## src/rtl/cpu_io_decoder_pkg.sv

```systemverilog
// Shared types and helpers for the CPU I/O decoder: bus-cycle states,
// channel limits and the channel priority encoder.
package common;

  localparam int IO_CH_MAX   = 16;
  localparam int IO_CH_IDX_W = 4;

  typedef enum logic [2:0] {
    BUS_IDLE    = 3'd0,
    BUS_IO      = 3'd1,
    BUS_IO_DONE = 3'd2,
    BUS_INTACK  = 3'd3,
    BUS_MEM     = 3'd4
  } bus_state_t;

  // Lowest set bit wins; returns 0 when nothing is set (caller qualifies with |req).
  function automatic logic [IO_CH_IDX_W-1:0] prio_enc(input logic [IO_CH_MAX-1:0] req);
    logic [IO_CH_IDX_W-1:0] idx;
    idx = '0;
    for (int i = IO_CH_MAX - 1; i >= 0; i--) begin
      if (req[i]) idx = IO_CH_IDX_W'(i);
    end
    return idx;
  endfunction

endpackage

```

## src/rtl/cpu_io_decoder_if.sv

```systemverilog
// CPU-side bus, port-match configuration and decoded strobes of the I/O decoder.
interface cpu_io_decoder_if #(
  parameter int CHANNELS = 4,
  parameter int ADDR_W   = 16
);
  logic [ADDR_W-1:0]          bus_a;
  logic [7:0]                 bus_d;
  logic                       bus_iorq;
  logic                       bus_mreq;
  logic                       bus_m1;
  logic                       bus_rfsh;
  logic                       bus_rd;
  logic                       bus_wr;
  logic [CHANNELS*ADDR_W-1:0] match_val;
  logic [CHANNELS*ADDR_W-1:0] match_mask;
  logic [CHANNELS-1:0]        ch_en;

  logic                       ioreq;
  logic [CHANNELS-1:0]        io_rd_stb;
  logic [CHANNELS-1:0]        io_wr_stb;
  logic                       io_hit;
  logic [ADDR_W-1:0]          io_addr;
  logic [7:0]                 io_wdata;
  logic                       intack_stb;
  logic                       m1_stb;
  logic                       rfsh_stb;
  logic                       cycle_end;

  modport master (
    output bus_a, bus_d, bus_iorq, bus_mreq, bus_m1, bus_rfsh, bus_rd, bus_wr,
    output match_val, match_mask, ch_en,
    input  ioreq, io_rd_stb, io_wr_stb, io_hit, io_addr, io_wdata,
    input  intack_stb, m1_stb, rfsh_stb, cycle_end
  );

  modport slave (
    input  bus_a, bus_d, bus_iorq, bus_mreq, bus_m1, bus_rfsh, bus_rd, bus_wr,
    input  match_val, match_mask, ch_en,
    output ioreq, io_rd_stb, io_wr_stb, io_hit, io_addr, io_wdata,
    output intack_stb, m1_stb, rfsh_stb, cycle_end
  );

endinterface

```

## src/rtl/cpu_io_decoder_sync_strobe.sv

```systemverilog
// Single-bit multi-flop synchroniser for a raw CPU strobe into the clk28 domain.
module sync_strobe #(
  parameter int STAGES = 2
) (
  input  logic clk28,
  input  logic rst_n,
  input  logic d,
  output logic q
);

  logic [STAGES-1:0] sync_q;
  logic [STAGES-1:0] sync_d;

  always_comb sync_d = {sync_q[STAGES-2:0], d};

  always_ff @(posedge clk28) begin
    if (!rst_n) sync_q <= '0;
    else        sync_q <= sync_d;
  end

  assign q = sync_q[STAGES-1];

endmodule

```

## src/rtl/cpu_io_decoder.sv

```systemverilog
// Classifies synchronised Z80 bus cycles and issues one-shot, channel-decoded
// I/O read/write strobes with latched address and write data.
module cpu_io_decoder
  import common::*;
#(
  parameter int CHANNELS    = 4,
  parameter int ADDR_W      = 16,
  parameter int SYNC_STAGES = 2
) (
  input logic              clk28,
  input logic              rst_n,
  cpu_io_decoder_if.slave  bus
);

  logic [5:0] raw_stb;
  logic [5:0] sync_stb;
  logic       s_iorq, s_mreq, s_m1, s_rfsh, s_rd, s_wr;

  assign raw_stb = {bus.bus_iorq, bus.bus_mreq, bus.bus_m1,
                    bus.bus_rfsh, bus.bus_rd, bus.bus_wr};

  for (genvar g = 0; g < 6; g++) begin : g_sync
    sync_strobe #(.STAGES(SYNC_STAGES)) u_sync (
      .clk28 (clk28),
      .rst_n (rst_n),
      .d     (raw_stb[g]),
      .q     (sync_stb[g])
    );
  end

  assign {s_iorq, s_mreq, s_m1, s_rfsh, s_rd, s_wr} = sync_stb;

  bus_state_t               state_q, state_d;
  logic [1:0]               warm_q, warm_d;
  logic                     armed_q, armed_d;
  logic                     ioreq_q, ioreq_d;
  logic [CHANNELS-1:0]      rd_stb_q, rd_stb_d;
  logic [CHANNELS-1:0]      wr_stb_q, wr_stb_d;
  logic                     hit_q, hit_d;
  logic [ADDR_W-1:0]        addr_q, addr_d;
  logic [7:0]               wdata_q, wdata_d;
  logic [IO_CH_IDX_W-1:0]   win_q, win_d;
  logic                     intack_q, intack_d;
  logic                     m1_q, m1_d;
  logic                     rfsh_q, rfsh_d;
  logic                     end_q, end_d;

  logic [IO_CH_MAX-1:0]     hits;
  logic [CHANNELS-1:0]      win_onehot;
  logic                     bus_idle;

  always_comb begin
    hits = '0;
    for (int i = 0; i < CHANNELS; i++) begin
      hits[i] = bus.ch_en[i] &
                (((bus.bus_a ^ bus.match_val[i*ADDR_W +: ADDR_W]) &
                  bus.match_mask[i*ADDR_W +: ADDR_W]) == '0);
    end
  end

  always_comb begin
    win_onehot = '0;
    for (int i = 0; i < CHANNELS; i++) begin
      win_onehot[i] = (win_q == IO_CH_IDX_W'(i));
    end
  end

  // The synchroniser outputs are meaningless until the pipeline has refilled
  // after reset; only an idle sample taken after that may arm the FSM, so a
  // cycle that was in flight across reset is never decoded.
  always_comb begin
    warm_d   = (warm_q != 2'd0) ? warm_q - 2'd1 : warm_q;
    armed_d  = armed_q | ((warm_q == 2'd0) & ~s_iorq & ~s_mreq);
    bus_idle = ~s_iorq & ~s_mreq;
  end

  always_comb begin
    state_d  = state_q;
    ioreq_d  = 1'b0;
    rd_stb_d = '0;
    wr_stb_d = '0;
    hit_d    = hit_q;
    addr_d   = addr_q;
    wdata_d  = wdata_q;
    win_d    = win_q;
    intack_d = 1'b0;
    m1_d     = 1'b0;
    rfsh_d   = 1'b0;
    end_d    = 1'b0;

    case (state_q)
      BUS_IDLE: begin
        if (armed_q) begin
          if (s_iorq && !s_m1) begin
            state_d = BUS_IO;
            ioreq_d = 1'b1;
            addr_d  = bus.bus_a;
            win_d   = prio_enc(hits);
            hit_d   = |hits;
          end else if (s_iorq) begin
            state_d  = BUS_INTACK;
            intack_d = 1'b1;
          end else if (s_mreq) begin
            state_d = BUS_MEM;
            m1_d    = s_m1;
            rfsh_d  = s_rfsh;
          end
        end
      end

      BUS_IO: begin
        if (bus_idle) begin
          state_d = BUS_IDLE;
          end_d   = 1'b1;
          hit_d   = 1'b0;
        end else if (s_rd) begin
          state_d  = BUS_IO_DONE;
          rd_stb_d = hit_q ? win_onehot : '0;
        end else if (s_wr) begin
          state_d  = BUS_IO_DONE;
          wdata_d  = bus.bus_d;
          wr_stb_d = hit_q ? win_onehot : '0;
        end
      end

      default: begin
        if (bus_idle) begin
          state_d = BUS_IDLE;
          end_d   = 1'b1;
          hit_d   = 1'b0;
        end
      end
    endcase
  end

  always_ff @(posedge clk28) begin
    if (!rst_n) begin
      state_q  <= BUS_IDLE;
      warm_q   <= 2'(SYNC_STAGES);
      armed_q  <= 1'b0;
      ioreq_q  <= 1'b0;
      rd_stb_q <= '0;
      wr_stb_q <= '0;
      hit_q    <= 1'b0;
      addr_q   <= '0;
      wdata_q  <= '0;
      win_q    <= '0;
      intack_q <= 1'b0;
      m1_q     <= 1'b0;
      rfsh_q   <= 1'b0;
      end_q    <= 1'b0;
    end else begin
      state_q  <= state_d;
      warm_q   <= warm_d;
      armed_q  <= armed_d;
      ioreq_q  <= ioreq_d;
      rd_stb_q <= rd_stb_d;
      wr_stb_q <= wr_stb_d;
      hit_q    <= hit_d;
      addr_q   <= addr_d;
      wdata_q  <= wdata_d;
      win_q    <= win_d;
      intack_q <= intack_d;
      m1_q     <= m1_d;
      rfsh_q   <= rfsh_d;
      end_q    <= end_d;
    end
  end

  assign bus.ioreq      = ioreq_q;
  assign bus.io_rd_stb  = rd_stb_q;
  assign bus.io_wr_stb  = wr_stb_q;
  assign bus.io_hit     = hit_q;
  assign bus.io_addr    = addr_q;
  assign bus.io_wdata   = wdata_q;
  assign bus.intack_stb = intack_q;
  assign bus.m1_stb     = m1_q;
  assign bus.rfsh_stb   = rfsh_q;
  assign bus.cycle_end  = end_q;

endmodule

```

## src/flat_wrapper.sv

```systemverilog
// flat-port wrapper written by rule: the top's interface ports become plain ports
module cpu_io_decoder_flat import common::*;
#(
  parameter int CHANNELS    = 4,
  parameter int ADDR_W      = 16,
  parameter int SYNC_STAGES = 2
)
  (clk28, rst_n, bus_bus_a, bus_bus_d, bus_bus_iorq, bus_bus_mreq, bus_bus_m1, bus_bus_rfsh, bus_bus_rd, bus_bus_wr, bus_match_val, bus_match_mask, bus_ch_en, bus_ioreq, bus_io_rd_stb, bus_io_wr_stb, bus_io_hit, bus_io_addr, bus_io_wdata, bus_intack_stb, bus_m1_stb, bus_rfsh_stb, bus_cycle_end);
  cpu_io_decoder_if #(.CHANNELS(CHANNELS), .ADDR_W(ADDR_W)) bus_i ();
  input logic clk28;
  input logic rst_n;
  input wire logic [$bits(bus_i.bus_a)-1:0] bus_bus_a;
  input wire logic [$bits(bus_i.bus_d)-1:0] bus_bus_d;
  input wire logic [$bits(bus_i.bus_iorq)-1:0] bus_bus_iorq;
  input wire logic [$bits(bus_i.bus_mreq)-1:0] bus_bus_mreq;
  input wire logic [$bits(bus_i.bus_m1)-1:0] bus_bus_m1;
  input wire logic [$bits(bus_i.bus_rfsh)-1:0] bus_bus_rfsh;
  input wire logic [$bits(bus_i.bus_rd)-1:0] bus_bus_rd;
  input wire logic [$bits(bus_i.bus_wr)-1:0] bus_bus_wr;
  input wire logic [$bits(bus_i.match_val)-1:0] bus_match_val;
  input wire logic [$bits(bus_i.match_mask)-1:0] bus_match_mask;
  input wire logic [$bits(bus_i.ch_en)-1:0] bus_ch_en;
  output wire logic [$bits(bus_i.ioreq)-1:0] bus_ioreq;
  output wire logic [$bits(bus_i.io_rd_stb)-1:0] bus_io_rd_stb;
  output wire logic [$bits(bus_i.io_wr_stb)-1:0] bus_io_wr_stb;
  output wire logic [$bits(bus_i.io_hit)-1:0] bus_io_hit;
  output wire logic [$bits(bus_i.io_addr)-1:0] bus_io_addr;
  output wire logic [$bits(bus_i.io_wdata)-1:0] bus_io_wdata;
  output wire logic [$bits(bus_i.intack_stb)-1:0] bus_intack_stb;
  output wire logic [$bits(bus_i.m1_stb)-1:0] bus_m1_stb;
  output wire logic [$bits(bus_i.rfsh_stb)-1:0] bus_rfsh_stb;
  output wire logic [$bits(bus_i.cycle_end)-1:0] bus_cycle_end;
  assign bus_i.bus_a = bus_bus_a;
  assign bus_i.bus_d = bus_bus_d;
  assign bus_i.bus_iorq = bus_bus_iorq;
  assign bus_i.bus_mreq = bus_bus_mreq;
  assign bus_i.bus_m1 = bus_bus_m1;
  assign bus_i.bus_rfsh = bus_bus_rfsh;
  assign bus_i.bus_rd = bus_bus_rd;
  assign bus_i.bus_wr = bus_bus_wr;
  assign bus_i.match_val = bus_match_val;
  assign bus_i.match_mask = bus_match_mask;
  assign bus_i.ch_en = bus_ch_en;
  assign bus_ioreq = bus_i.ioreq;
  assign bus_io_rd_stb = bus_i.io_rd_stb;
  assign bus_io_wr_stb = bus_i.io_wr_stb;
  assign bus_io_hit = bus_i.io_hit;
  assign bus_io_addr = bus_i.io_addr;
  assign bus_io_wdata = bus_i.io_wdata;
  assign bus_intack_stb = bus_i.intack_stb;
  assign bus_m1_stb = bus_i.m1_stb;
  assign bus_rfsh_stb = bus_i.rfsh_stb;
  assign bus_cycle_end = bus_i.cycle_end;
  cpu_io_decoder #(.CHANNELS(CHANNELS), .ADDR_W(ADDR_W), .SYNC_STAGES(SYNC_STAGES)) u_core (.clk28(clk28), .rst_n(rst_n), .bus(bus_i));
endmodule
```

## config.mk

```make
export PLATFORM = sky130hd
export DESIGN_NAME = cpu_io_decoder_flat
export DESIGN_NICKNAME = d
export VERILOG_FILES = /design/src/rtl/cpu_io_decoder_pkg.sv /design/src/rtl/cpu_io_decoder_if.sv /design/src/rtl/cpu_io_decoder_sync_strobe.sv /design/src/rtl/cpu_io_decoder.sv /design/src/flat_wrapper.sv
export SDC_FILE = /design/constraint.sdc
export NUM_CORES = 1
export LEC_CHECK = 0
export ABC_AREA = 0
export CAP_MARGIN = 0
export CORE_ASPECT_RATIO = 1.5
export CORE_UTILIZATION = 37
export CTS_BUF_LIST = sky130_fd_sc_hd__clkbuf_8
export CTS_CLUSTER_DIAMETER = 50
export DETAILED_ROUTE_END_ITERATION = 7
export GPL_TIMING_DRIVEN = 0
export PLACE_DENSITY = 0.95
export RECOVER_POWER = 100
export SLEW_MARGIN = 20
export SYNTH_ARGS = -nofsm -noshare
export SYNTH_HDL_FRONTEND = slang
export SYNTH_SLANG_ARGS = --single-unit
```

## constraint.sdc

```tcl
create_clock -name clk28 -period 2.2 [get_ports clk28]
set_input_delay 0.22 -clock clk28 [delete_from_list [all_inputs] [get_ports clk28]]
set_output_delay 0.22 -clock clk28 [all_outputs]
set_load 0.01 [all_outputs]
```

Word-level counts from Yosys, hierarchy flattened. Cells that the tools add are included.

Bits of input ports: 164. Register bits: 60. Memories kept: 0. Bits in writable memories: 0. ROM bits: 0. Output and inout port bits: 38. Bits in latches: 0.

Order comparisons: 0. Add/sub/neg operators: 1. Muxes and demuxes: 21. Shifts and indexed selects: 0. Bitwise logic cells: 25. Equal/unequal tests: 8. Multipliers: 0. Reductions and logical operators: 23. Divide/modulo/power cells: 0.

Operators by type and width (count): bitwise AND 16 bit (4); zero test 16 bit (4); XOR 16 bit (4); 2-to-1 mux 3 bit (8); OR reduction 4 bit (3); NOT 1 bit (9); AND reduction 3 bit (3); == test 4 x 2 -> 1 bit, second input constant (2); 2-to-1 mux 2 bit (4); != test 4 x 3 -> 1 bit, second input constant (2); AND reduction 4 bit (2); bitwise AND 1 bit (7); 2-to-1 mux 1 bit (7); case mux 3 bit (2 select lines) (1); OR reduction 6 bit (1); OR reduction 5 bit (1); == test 4 x 1 -> 1 bit, second input constant (1); zero test 4 bit (1); 2-to-1 mux 4 bit (1); != test 2 x 1 -> 1 bit, second input constant (2); nonzero test 2 bit (2); == test 3 x 1 -> 1 bit, second input constant (1); zero test 3 bit (1); nonzero test 3 bit (1); 6 further kinds (6).

Logic depth before layout (Yosys ltp).
Depth after elaboration: 8. Depth in mapped cells: 7. Gate-level depth less buffers: 6.

Hierarchy. From an unflattened synthesis, not the netlist that was laid out.

Cells, all modules: 306. Area, all modules: 2901.5 sq um.

By module, submodules not included: cpu_io_decoder (times used 1, area each 2586.2 sq um, sequential area each 920.9 sq um, cells each 282); sync_strobe (times used 6, area each 52.6 sq um, sequential area each 40.0 sq um, cells each 4).

Worst setup path after synthesis. No wires, ideal clock.

Path type: input to register. Start: input bus_bus_a[0]. End: register u_core.win_q[0]. Path slack: 666 ps. Buffers on the path: 1. Required time: 2083 ps. Library setup time: 117 ps. Cell stages on the path: 7. Arrival: 1417 ps. Cells stage by stage: buf_2 > xor2_1 > a22oi_1 > nand4_1 > a2111oi_2 > o21bai_1 > a32o_2.

Word-level cells in the longest chain between the ends: 8.

Ends and longest elaborated chain: start, declared (line flat_wrapper.sv:12) `input wire logic [$bits(bus_i.bus_a)-1:0] bus_bus_a;`; XOR 16 bit (line cpu_io_decoder.sv:56) `(((bus.bus_a ^ bus.match_val[i*ADDR_W +: ADDR_W]) &`; bitwise AND 16 bit (line cpu_io_decoder.sv:56); zero test 16 bit (line cpu_io_decoder.sv:56); bitwise AND 1 bit (line cpu_io_decoder.sv:55) `hits[i] = bus.ch_en[i] &`; 2-to-1 mux 2 bit (3 in series) (line cpu_io_decoder_pkg.sv:21) `if (req[i]) idx = IO_CH_IDX_W'(i);`; 2-to-1 mux 2 bit * (line cpu_io_decoder_pkg.sv:21); end signal, assigned (line cpu_io_decoder.sv:162) `win_q <= win_d;`; end, declared (line cpu_io_decoder.sv:42) `logic [IO_CH_IDX_W-1:0] win_q, win_d;`.

Mark *: on every way between the ends. The rest lies on a longest branch, timed or not. A chain may end at the register's enable or synchronous reset.

Worst setup path in the final report.
Start: register u_core.state_q[0]. End: register u_core.addr_q[12] (netlist: u_core.bus.io_addr[12]).

Word-level cells in the longest chain between the ends: 2.

Ends and longest elaborated chain: start, declared (line cpu_io_decoder.sv:33) `bus_state_t state_q, state_d;`; start signal, assigned (line cpu_io_decoder.sv:153) `state_q <= state_d;`; zero test 3 bit (line cpu_io_decoder.sv:91) `case (state_q)`; AND reduction 3 bit (no line); end signal, assigned (line cpu_io_decoder.sv:160) `addr_q <= addr_d;`; end, declared (line cpu_io_decoder.sv:40) `logic [ADDR_W-1:0] addr_q, addr_d;`.

Every way passes these cells.

==> impl_metrics.toml <==
[sta]
slew_violations = 0
worstMarginPinSlew_ps = 464
finalCritPeriodShare = 0.868
min_period_ps = 1910
setup_viol_count_final = 0
fin_hold_ws_ps = 167
hold_viol = 0
skew_ps = 8.67
fmax_ghz = 0.524
fin_tns_setup_ps = 0
rsz0062_at_grt = "no"
relSlewSlack = 0.689

[die]
num_rows = 40
dieHeight_um = 113
num_io_pins = 202
fp.dieW_um = 76.0
start_util = 0.382
die_area_sq_um = 8580
coreArea_sq_um = 7960

[setup_path]
crit_buf_inv = 1
cp_cell_sequence = "nor3_2 > nand2_1 > nor3b_4 > clkbuf_2 > nand2_1 > a21boi_0"
max_stage_delay_ps = 440
worstPathArrival_ps = 2170
startpoint_type = "register"
crit_type = "register to register"
cp_top_family = "simple AND/OR/NAND/NOR gates"
cp_slowest_cell = "nor3b_4"
path_max_fanout = 10
cp.required_ps = 2460
cp-end-kind = "register"
cp_common_cell = "nand2_1"
rrSetupSlack_ps = 290

[drt]
top_layer = "met4"
wl_met3_um = 648
first_pass_iters = 4
drt-vias-per-instance = 4.92
avgRoutedWirePerCell_um = 16.5
wirelength_um = 10700
initialDrtViolationCount = 121
route.met2.wl_um = 5910
route.detailed.drc = 0
final_antenna_net_count = 0
wl_met1_um = 3800
vias = 3195

[synthesis]
ys_seq_area_frac = 0.382
synthTopCellsByCount = "xor2_1 (64), nand2_1 (61), dfxtp_1 (58)"
yosysWarnings = 0
synth.most_common_cell = "xor2_1"
syn-cell-area_sq_um = 3040
synth_top_cell_by_area = "dfxtp_1"
ys_ff_latch = 58
synth_fp_nets = 508
synthTopCellsByArea = "dfxtp_1 (38%), xor2_1 (18%), nand2_1 (7.5%)"
syn_avg_cell_area_sq_um = 8.85
ys_types = 40
ys_async_sr_fraction = 0
syn_inst = 343
synth_edf_count = 0
synthFlopType = "dfxtp_1"
synthDominantCellAreaShare = 0.382

[placed_design]
hpwl_um = 9110
place.gp.congestion = 0.759
port_buffers = 185

[grt]
antenna_found_initial = 0
track_usage = 0.255
grt_pass1_vias = 3351
grt_max_degree = 12
overflow = 0
grt_pass1_wl_um = 16500

[power_and_ir_drop]
cellLeakagePower_nw = 2.09
ir_worst_vdd_v = 0.000303
power_density_nw_per_um2 = 545

[clocking]
clk_root_buffer_cell = "clkbuf_8"
cts_sinks = 58
cts_tree = "yes"
htree_levels = 3
post_cts_buffers = 0
clk_path_buf_depth = 2
ctsResizeCount = 0
hold_buffers = 0
clk_latency_ps = 340
cts_buffers = 9
clk_pin_slew_ps = 70

[status]
status = "complete, no violations"

[final_layout]
antenna_cells = 0
syn_to_final_growth_pct = 70.9
drive_above_1_share = 0.0662
nets = 704

[flow_run]
cap_violations = 0

[min_path]
hp-class = "input pin to register"
-- power by group --
| group | leakage, nW | switching, mW | internal [mW] | total [mW] |
|---|---|---|---|---|
| combinational | 1.53 | 0.335 | 0.461 | 0.796 |
| clock | 0.0847 | 0.436 | 0.438 | 0.874 |
| sequential | 0.471 | 0.0475 | 1.11 | 1.16 |
| total | 2.09 | 0.819 | 2.01 | 2.83 |
-- cell families (layout without fill, tap and decap cells) --
logic type      Yosys count  after routing  share of synthesized area
buf+inv                  30            231                     0.0474
compound gates           64             64                      0.169
xor+xnor                 65             65                      0.187
mux                       3              3                     0.0103
fa+ha+maj                 1              1                    0.00412
simple gates            122            122                      0.199
flops                    58             58                      0.382
-- final cells by class --
| class | count | area (sq um) |
|---|---|---|
| buffer | 25 | 123 |
| tap | 105 | 131 |
| clock inverter | 6 | 41.3 |
| clock buffer | 10 | 138 |
| multi-input combinational | 255 | 1720 |
| inverter | 5 | 18.8 |
| fill | 640 | 2770 |
| sequential | 58 | 1160 |
| timing repair buffer | 185 | 1850 |
-- through the flow --
stage | instance area, sq um | power (mW) | setup slack, ps | util | instances
3_3_place_gp | 5020 | 1.94 | 172 | 0.631 | 633
3_5_place_dp | 5020 | 1.99 | 120 | 0.631 | 633
5_1_grt | 5190 | 2.98 | 105 | 0.652 | 649
2_1_floorplan | 3040 | 1.56 | 666 | - | 343
4_1_cts | 5200 | 2.86 | 337 | 0.653 | 649
6_report | 5190 | 2.83 | 291 | 0.652 | 649
-- worst register-to-register path: stages, from the launching register on --
cell and delay (ps):
dfxtp_1 380, nor3_2 300, nand2_1 150, nor3b_4 440, clkbuf_2 320, nand2_1 80
a21boi_0 160
-- routing by layer --
metal	GRT usage	up-vias
met5	0	-
met4	0.141	0
met3	0.0516	27
met2	0.490	158
met1	0.255	1451
li1	-	1559
-- final timing paths --
check,from,to,cells past startpoint
setup / recovery,u_core.state_q[0],u_core.bus.io_addr[12],6
hold / removal,bus_bus_a[1],u_core.bus.io_addr[1],3
setup reg to reg,u_core.state_q[0],u_core.bus.io_addr[12],6
hold reg to reg,u_core.g_sync[1].u_sync.sync_q[0],u_core.g_sync[1].u_sync.sync_q[1],1
-- sequential cells by signal (all words and copies together), names as in the netlist --
signal and cells:
u_core.bus.m1_stb 1, u_core.bus.io_rd_stb 4, u_core.bus.io_wr_stb 4, u_core.bus.io_wdata 8, u_core.state_q 3, u_core.bus.cycle_end 1
u_core.warm_q 2, u_core.armed_q 1, u_core.win_q 2, u_core.g_sync.u_sync.sync_q 12, u_core.bus.ioreq 1, u_core.bus.io_hit 1
u_core.bus.io_addr 16, u_core.bus.rfsh_stb 1, u_core.bus.intack_stb 1
-- cell usage in the layout (no fill, tap or decap), types with 7 or more instances in the layout --
cell type and n:
a22oi_1 25, clkdlybuf4s50_1 146, nor2_1 11, nand2_1 61, clkbuf_1 12, dfxtp_1 58
and2_0 8, buf_2 10, dlygate4sd3_1 39, nand4_1 9, a21boi_0 25, clkbuf_8 10
nor3_1 7, xor2_1 64
No activity file was read; power rests on OpenSTA's default activity.
